### src/rtl/sha1_pkg.sv
// Shared SHA-1 constants, state encoding and helpers for the compression core.
package sha1_pkg;

  localparam logic [31:0] SHA1_K0 = 32'h5A827999;
  localparam logic [31:0] SHA1_K1 = 32'h6ED9EBA1;
  localparam logic [31:0] SHA1_K2 = 32'h8F1BBCDC;
  localparam logic [31:0] SHA1_K3 = 32'hCA62C1D6;

  localparam logic [159:0] SHA1_IV =
    160'h67452301_EFCDAB89_98BADCFE_10325476_C3D2E1F0;

  // Round index at which each f/K range begins, plus the last round and the
  // finalize slot that follows it.
  localparam logic [6:0] RND_PARITY1 = 7'd20;
  localparam logic [6:0] RND_MAJ     = 7'd40;
  localparam logic [6:0] RND_PARITY2 = 7'd60;
  localparam logic [6:0] RND_FINAL   = 7'd80;

  typedef enum logic {
    IDLE  = 1'b0,
    ROUND = 1'b1
  } state_e;

  function automatic logic [31:0] rotl(input logic [31:0] x, input int unsigned n);
    return (x << n) | (x >> (32 - n));
  endfunction

endpackage

### src/rtl/sha1_exec_core_round.sv
// Combinational single SHA-1 round: selects f/K from the round index and
// produces the next working variables.
module sha1_round
  import sha1_pkg::*;
(
  input  logic [31:0] a_i,
  input  logic [31:0] b_i,
  input  logic [31:0] c_i,
  input  logic [31:0] d_i,
  input  logic [31:0] e_i,
  input  logic [31:0] w_i,
  input  logic [6:0]  round_i,
  output logic [31:0] a_o,
  output logic [31:0] b_o,
  output logic [31:0] c_o,
  output logic [31:0] d_o,
  output logic [31:0] e_o
);

  logic [31:0] f;
  logic [31:0] k;

  // Round function and constant selection by round range.
  always_comb begin
    f = '0;
    k = '0;
    if (round_i < RND_PARITY1) begin
      f = (b_i & c_i) | (~b_i & d_i);
      k = SHA1_K0;
    end else if (round_i < RND_MAJ) begin
      f = b_i ^ c_i ^ d_i;
      k = SHA1_K1;
    end else if (round_i < RND_PARITY2) begin
      f = (b_i & c_i) | (b_i & d_i) | (c_i & d_i);
      k = SHA1_K2;
    end else begin
      f = b_i ^ c_i ^ d_i;
      k = SHA1_K3;
    end
  end

  // Working-variable rotation for one round.
  always_comb begin
    a_o = rotl(a_i, 5) + f + e_i + k + w_i;
    b_o = a_i;
    c_o = rotl(b_i, 30);
    d_o = c_i;
    e_o = d_i;
  end

endmodule

### src/rtl/sha1_exec_core.sv
// Iterative SHA-1 compression: 16-word message buffer, one round per clock,
// lane-wise chaining-value addition on the edge after round 79.
module sha1_exec_core
  import sha1_pkg::*;
(
  input  logic         clk,
  input  logic         reset,
  input  logic [31:0]  data_in,
  input  logic         load_in,
  input  logic         start,
  input  logic [159:0] cv,
  input  logic         use_prev_cv,
  output logic         busy,
  output logic         out_valid,
  output logic [159:0] cv_next
);

  state_e       state_q, state_d;
  logic [6:0]   rnd_q, rnd_d;
  logic [159:0] cv_q, cv_d;
  logic [159:0] cv_next_q, cv_next_d;
  logic [31:0]  a_q, b_q, c_q, d_q, e_q;
  logic [31:0]  a_d, b_d, c_d, d_d, e_d;
  logic [31:0]  w_q [16];
  logic [31:0]  w_d [16];
  logic         busy_q, busy_d;
  logic         valid_q, valid_d;

  logic [31:0]  ra, rb, rc, rd, re;
  logic [31:0]  w_new;
  logic [159:0] cv_sel;
  logic [159:0] work;

  sha1_round u_round (
    .a_i     (a_q),
    .b_i     (b_q),
    .c_i     (c_q),
    .d_i     (d_q),
    .e_i     (e_q),
    .w_i     (w_q[0]),
    .round_i (rnd_q),
    .a_o     (ra),
    .b_o     (rb),
    .c_o     (rc),
    .d_o     (rd),
    .e_o     (re)
  );

  // Message schedule: with the head at W[t], taps 13/8/2/0 give
  // W[t+13], W[t+8], W[t+2], W[t], i.e. the inputs for W[t+16].
  always_comb begin
    w_new  = rotl(w_q[13] ^ w_q[8] ^ w_q[2] ^ w_q[0], 1);
    cv_sel = use_prev_cv ? cv_next_q : cv;
    work   = {a_q, b_q, c_q, d_q, e_q};
  end

  // Next-state logic for the load / round / finalize sequence.
  always_comb begin
    state_d   = state_q;
    rnd_d     = rnd_q;
    cv_d      = cv_q;
    cv_next_d = cv_next_q;
    a_d       = a_q;
    b_d       = b_q;
    c_d       = c_q;
    d_d       = d_q;
    e_d       = e_q;
    busy_d    = busy_q;
    valid_d   = 1'b0;
    for (int unsigned i = 0; i < 16; i++) w_d[i] = w_q[i];

    case (state_q)
      IDLE: begin
        if (load_in) begin
          for (int unsigned i = 0; i < 15; i++) w_d[i] = w_q[i + 1];
          w_d[15] = data_in;
        end
        if (start) begin
          cv_d    = cv_sel;
          {a_d, b_d, c_d, d_d, e_d} = cv_sel;
          rnd_d   = '0;
          busy_d  = 1'b1;
          state_d = ROUND;
        end
      end
      ROUND: begin
        // Counter values 0..79 are rounds; 80 is the finalize slot, kept in
        // this state so the FSM stays two-state.
        if (rnd_q != RND_FINAL) begin
          a_d = ra;
          b_d = rb;
          c_d = rc;
          d_d = rd;
          e_d = re;
          for (int unsigned i = 0; i < 15; i++) w_d[i] = w_q[i + 1];
          w_d[15] = w_new;
          rnd_d   = rnd_q + 7'd1;
        end else begin
          for (int unsigned i = 0; i < 5; i++)
            cv_next_d[32*i +: 32] = cv_q[32*i +: 32] + work[32*i +: 32];
          busy_d  = 1'b0;
          valid_d = 1'b1;
          state_d = IDLE;
        end
      end
      default: state_d = IDLE;
    endcase
  end

  // State registers with asynchronous active-low reset.
  always_ff @(posedge clk or negedge reset) begin
    if (!reset) begin
      state_q   <= IDLE;
      rnd_q     <= '0;
      cv_q      <= '0;
      cv_next_q <= '0;
      a_q       <= '0;
      b_q       <= '0;
      c_q       <= '0;
      d_q       <= '0;
      e_q       <= '0;
      busy_q    <= 1'b0;
      valid_q   <= 1'b0;
      for (int unsigned i = 0; i < 16; i++) w_q[i] <= '0;
    end else begin
      state_q   <= state_d;
      rnd_q     <= rnd_d;
      cv_q      <= cv_d;
      cv_next_q <= cv_next_d;
      a_q       <= a_d;
      b_q       <= b_d;
      c_q       <= c_d;
      d_q       <= d_d;
      e_q       <= e_d;
      busy_q    <= busy_d;
      valid_q   <= valid_d;
      for (int unsigned i = 0; i < 16; i++) w_q[i] <= w_d[i];
    end
  end

  assign busy      = busy_q;
  assign out_valid = valid_q;
  assign cv_next   = cv_next_q;

endmodule

### config.mk
export PLATFORM = sky130hd
export DESIGN_NAME = sha1_exec_core
export DESIGN_NICKNAME = d
export VERILOG_FILES = /design/src/rtl/sha1_pkg.sv /design/src/rtl/sha1_exec_core_round.sv /design/src/rtl/sha1_exec_core.sv
export SDC_FILE = /design/constraint.sdc
export NUM_CORES = 2
export LEC_CHECK = 0
export ABC_AREA = 1
export ABC_CLOCK_PERIOD_IN_PS = 4100
export CAP_MARGIN = 20
export CORE_MARGIN = 2
export CORE_UTILIZATION = 55
export CTS_BUF_LIST = sky130_fd_sc_hd__clkbuf_8 sky130_fd_sc_hd__clkbuf_16
export DETAILED_ROUTE_END_ITERATION = 10
export PLACE_DENSITY = 0.72
export SLEW_MARGIN = 0
export SYNTH_ARGS = -nofsm -noshare
export SYNTH_HDL_FRONTEND = slang
export SYNTH_SLANG_ARGS = --single-unit
### constraint.sdc
create_clock -name clk -period 4.1 [get_ports clk]
set_input_delay 0.82 -clock clk [delete_from_list [all_inputs] [get_ports clk]]
set_output_delay 0.82 -clock clk [all_outputs]
set_load 0.02 [all_outputs]
# Yosys cells after proc, flatten, opt, wreduce, memory -nomap -nowiden
# Cells that the tools add are included.
# totals
ff_bits,1002
input_bits,197
output_inout_bits,162
elab_cells,104
# classes
addsub,10
order_cmp,3
eq_ne,5
n_mux,36
n_bitwise,18
reduce_logical,5
# ops
cell,count
512-bit two-way mux,2
512-bit case mux with 2 select lines,1
32-bit two-way mux,15
32-bit case mux with 2 select lines,5
32-bit adder,9
160-bit two-way mux,1
32-bit bitwise XOR,5
32-bit AND,4
32-bit OR,3
32-bit NOT,1
32-bit by 1-bit OR with 32-bit output,1
32-bit by 30-bit OR with 32-bit output,1
32-bit by 5-bit OR with 32-bit output,1
31-bit two-way mux,1
"7-bit by 6-bit < comparator with 1-bit output, second input constant",2
7-bit two-way mux,2
7-bit case mux with 2 select lines,1
2-bit AND reduction,5
"7-bit by 1-bit adder with 7-bit output, second input constant",1
"7-bit by 5-bit < comparator with 1-bit output, second input constant",1
"7-bit inequality test, second input constant",1
1-bit two-way mux,6
"2-bit inequality test, second input constant",3
1-bit case mux with 2 select lines,2
2 further kinds,3

# Logic depth before layout (Yosys ltp)
# depth
ltp_word,12
mapped_depth,25

# Modules after synthesis
# From an unflattened synthesis, not the netlist that was laid out.
# unflattened
hier_cells,7976
hier_area_um2,61028.5
# modules_own_cells
module,n_inst,cells_per_inst,area_per_inst_um2,seq_area_each_um2
sha1_exec_core,1,6902,53528.8,25074.0
sha1_round,1,1074,7499.7,0.0

# Least setup slack after synthesis
# OpenSTA, ideal clock, no wires.
# synth_path
path_kind,register to register
start,register rnd_q[2]
end,register a_q[24]
arrival_time_ps,3606
setup_slack_ps,378
path_stages_with_launch,20
path_buffers,1
path_cell_list,dfrtp_1 o21ai_0 nand3_1 nand2_1 inv_1 clkbuf_1 nand2_1 nand3_1 fa_1 fa_1 ha_1 nand2_1 nor2_1 inv_1 nor3_1 nand3_1 nand4_1 nand3_1 nand2_1 nand2_1
# synth_between
elab_chain_cells,10
elab_cells_between_ends,18
classes_between,add/sub: 4; order compare: 3; eq/ne: 2; mux: 8; reduce/logical: 1
# synth_lines
item,line,source
from (decl),sha1_exec_core.sv:19,"logic [6:0] rnd_q, rnd_d;"
from (signal assigned),sha1_exec_core.sv:127,rnd_q <= rnd_d;
7-bit by 6-bit < comparator with 1-bit output,sha1_exec_core_round.sv:33,end else if (round_i < RND_PARITY2) begin
32-bit two-way mux,sha1_exec_core_round.sv:33,
32-bit two-way mux,sha1_exec_core_round.sv:30,end else if (round_i < RND_MAJ) begin
32-bit two-way mux,sha1_exec_core_round.sv:27,if (round_i < RND_PARITY1) begin
32-bit adder (4 in a row),sha1_exec_core_round.sv:44,"a_o = rotl(a_i, 5) + f + e_i + k + w_i;"
32-bit two-way mux,sha1_exec_core.sv:89,if (rnd_q != RND_FINAL) begin
32-bit case mux with 2 select lines,sha1_exec_core.sv:72,case (state_q)
to (signal assigned),sha1_exec_core.sv:117,a_q <= '0;
to (signal assigned),sha1_exec_core.sv:130,a_q <= a_d;
to (decl),sha1_exec_core.sv:22,"logic [31:0] a_q, b_q, c_q, d_q, e_q;"
# Parallel ways exist; a longest one is shown, timed or not. The select of a mux whose other input is x is not followed.
# A chain may end at the register's enable or synchronous reset.

# Final worst setup path
# layout_path
start,register a_q[28]
end,register a_q[25]
# layout_between
elab_chain_cells,7
# layout_lines
item,line,source
32-bit by 5-bit OR with 32-bit output,sha1_pkg.sv:25,return (x << n) | (x >> (32 - n));
32-bit adder (4 in a row),sha1_exec_core_round.sv:44,
32-bit two-way mux,sha1_exec_core.sv:89,
32-bit case mux with 2 select lines,sha1_exec_core.sv:72,
# Every way passes these cells. The select of a mux whose other input is x is not followed.

==> qor.csv <==
metric,value,unit
synth unique cells,48,
Final nets,8334,
critical path required time,4.73,ns
Routed WL,203000,um
kind of critical path,flip-flop to flip-flop,
Initial Utilization,55.6,%
# IOs,359,
Crit Reg-Reg Startpoint,a_q[28],
DR vias/cell,5.64,
Hold Fails Final Rpt,0,
initial antenna violation count,4,
Yosys top cell by area,dfrtp_1,
average size of a mapped cell,7.72,um2
Post-DP HPWL,157000,um
DP Cell Count,9089,
min Tclk post-route,3.94,ns
H-tree depth,3,
"CTS clk-pin slew, worst paths",0.07,ns
crit end category,flip-flop,
crit-path max FO,4,
DRC errors left,0,
CTS Buffer Depth,3,
post-synth top area share,43.5,%
dpl ws,-0.131,ns
setup ws final,0.159,ns
Final Setup Violations,0,
CTS buffer count,104,
fin cells,9287,
Iteration-0 DRC Markers,5428,
largest net degree at the start of global routing,198,
Hold Path Class,input pin to asynchronous set/reset pin,
antenna-violating nets left,0,
GRT Util Overall,37.9,%
TritonRoute pass-1 iters,7,
post-synthesis async set-or-reset flop share,100,%
Synth Flop Type,dfrtp_1,
global-route wire length before repair,307000,um
Post-synth EDFFs,0,
fillers,9039,
Final Cycle Share,96.1,%
Yosys reg bits,1002,
worst setup path start,a_q[28],
CTS tree,yes,
remaining global-route overflow,0,
synthesized cell area,57600,um2
Max Cap Viol,0,
CTS sink count,1002,
placed instance area,63500,um2
synth top area cells,"dfrtp_1 (44%), nand2_1 (14%), inv_1 (6.3%)",
Syn Inst Count,7456,
share of layout cells above drive strength 1,6.34,%
status,"complete, no violations",
CTS Root Buffer Type,clkbuf_16,
vias in the first global route,50700,
sequential fraction of the synthesis area,43.5,%
Port Buffer Count,358,
vias,52400,
Slew Limit Fails,0,
"Design Area, Final",67500,um2
chip height,328,um
chip width,328,um
CORE AREA,104000,um2
critical path arrival,4.57,ns
worst slew pin tran,0.942,ns
most frequent cells after synthesis,"nand2_1 (2107), dfrtp_1 (1002), inv_1 (971)",
Syn. warnings,0,
routed len/inst,21.9,um
Die ar.,107000,um2
Syn Nets,7973,
standard-cell row count,118,
worst-skew pair later-pin latency,0.75,ns
Fmax,0.254,GHz
Area Overhead vs Synth,17.3,%
Startpoint Class,flip-flop,
routability congestion estimate from global placement,1.08,
Max transition margin,37.2,%
"count leader, synth",nand2_1,
Clock Skews,0.0542,ns
[repair_timing]
action	CTS	global route
hold endpoints to repair	0	0
hold buffers	0	0
pin swaps	0	2
endpoints found under the setup margin	5	24
buffers inserted	0	2
gates resized for setup	4	70
[worst max-delay path: stages (launching register included)]
cell and delay (ns):
dfrtp_1 0.39, inv_2 0.10, fa_1 0.52, fa_1 0.56, fa_1 0.42, inv_1 0.07
ha_2 0.21, inv_1 0.09, fa_1 0.48, inv_1 0.10, nand2_1 0.07, nand3_2 0.12
nand2_1 0.06, nand2_1 0.18, nand2_1 0.11, nand4_1 0.10, nand3_1 0.08, nand2_1 0.11
nand2_1 0.06
[state kept, by name, summed over array words and instances, names as in the netlist, 7 cells and up]
signal,cells
c_q,32
cv_next,160
w_q,512
d_q,32
cv_q,160
b_q,32
e_q,32
a_q,32
rnd_q,7
[area by class of cell]
class | instances | area (um2) | area share [%]
Multi-Input combinational cell | 5172 | 27700 | 41.1
Timing Repair Buffer | 561 | 5560 | 8.23
Antenna cell | 3 | 7.51 | 0.0111
Tap cell | 1380 | 1730 | 2.56
Sequential cell | 1002 | 25100 | 37.1
Inverter | 976 | 3680 | 5.44
Clock inverter | 67 | 842 | 1.25
Clock buffer | 126 | 2920 | 4.32
[layout by cell type, fill, tap and decap left out, drive strengths merged, types with 6 or more instances in the layout]
master / instances
fa: 117
nor4: 9
a31o: 21
clkinvlp: 7
nor3: 54
xnor2: 119
a21oi: 516
o22ai: 7
nand4: 55
clkdlybuf4s50: 356
nand3b: 10
o21a: 15
a221oi: 17
nor2: 610
bufinv: 14
nand2: 2109
o21ai: 668
a31oi: 59
inv: 991
xor2: 43
or2: 14
buf: 205
mux2: 6
clkbuf: 126
o21bai: 29
clkinv: 31
a211oi: 23
and3: 7
nand3: 269
a21boi: 11
a21o: 22
o211ai: 140
ha: 203
dfrtp: 1002
[through the flow]
stage / hold WS [ns] / TNS (ns) / util [%]
finish: 0.135 / 0 / 65.2
floorplan: 0.450 / 0 / -
detailed placement: 0.467 / -0.375 / 61.3
global route: 0.168 / -0.0566 / 65.2
CTS: 0.134 / 0 / 64.9
global placement: 0.460 / -0.0269 / 61.3
[layer usage]
metal	track usage, %	routed length (um)
met1	49.9	82100
met2	60.8	94000
met3	5.91	14600
met4	20.4	12700
met5	0	0
[path summary, 6_finish.rpt]
check	slack (ns)	depth (start not counted)	endpoint
min reg2reg	0.48	2	w_q[240]
max reg2reg	0.16	18	a_q[25]
min in group clk	0.48	2	w_q[240]
min	0.14	1	cv_q[68]
max	0.16	18	a_q[25]
max in group asynchronous	2.83	2	d_q[11]
[cells by family (layout without fill, tap and decap cells)]
kind of cell | after synthesis | count (layout) | synth area share [%]
compound gates | 1540 | 1540 | 14.9
xor+xnor | 162 | 162 | 2.46
fa+ha+maj | 320 | 320 | 8.48
buf+inv | 1282 | 1730 | 8.81
flops | 1002 | 1002 | 43.5
mux | 6 | 6 | 0.117
other cells | 0 | 3 | 0
simple gates | 3144 | 3144 | 21.7
Power is not shown: default switching activity piles up to over one toggle a cycle in this logic, so the estimate is an artifact.
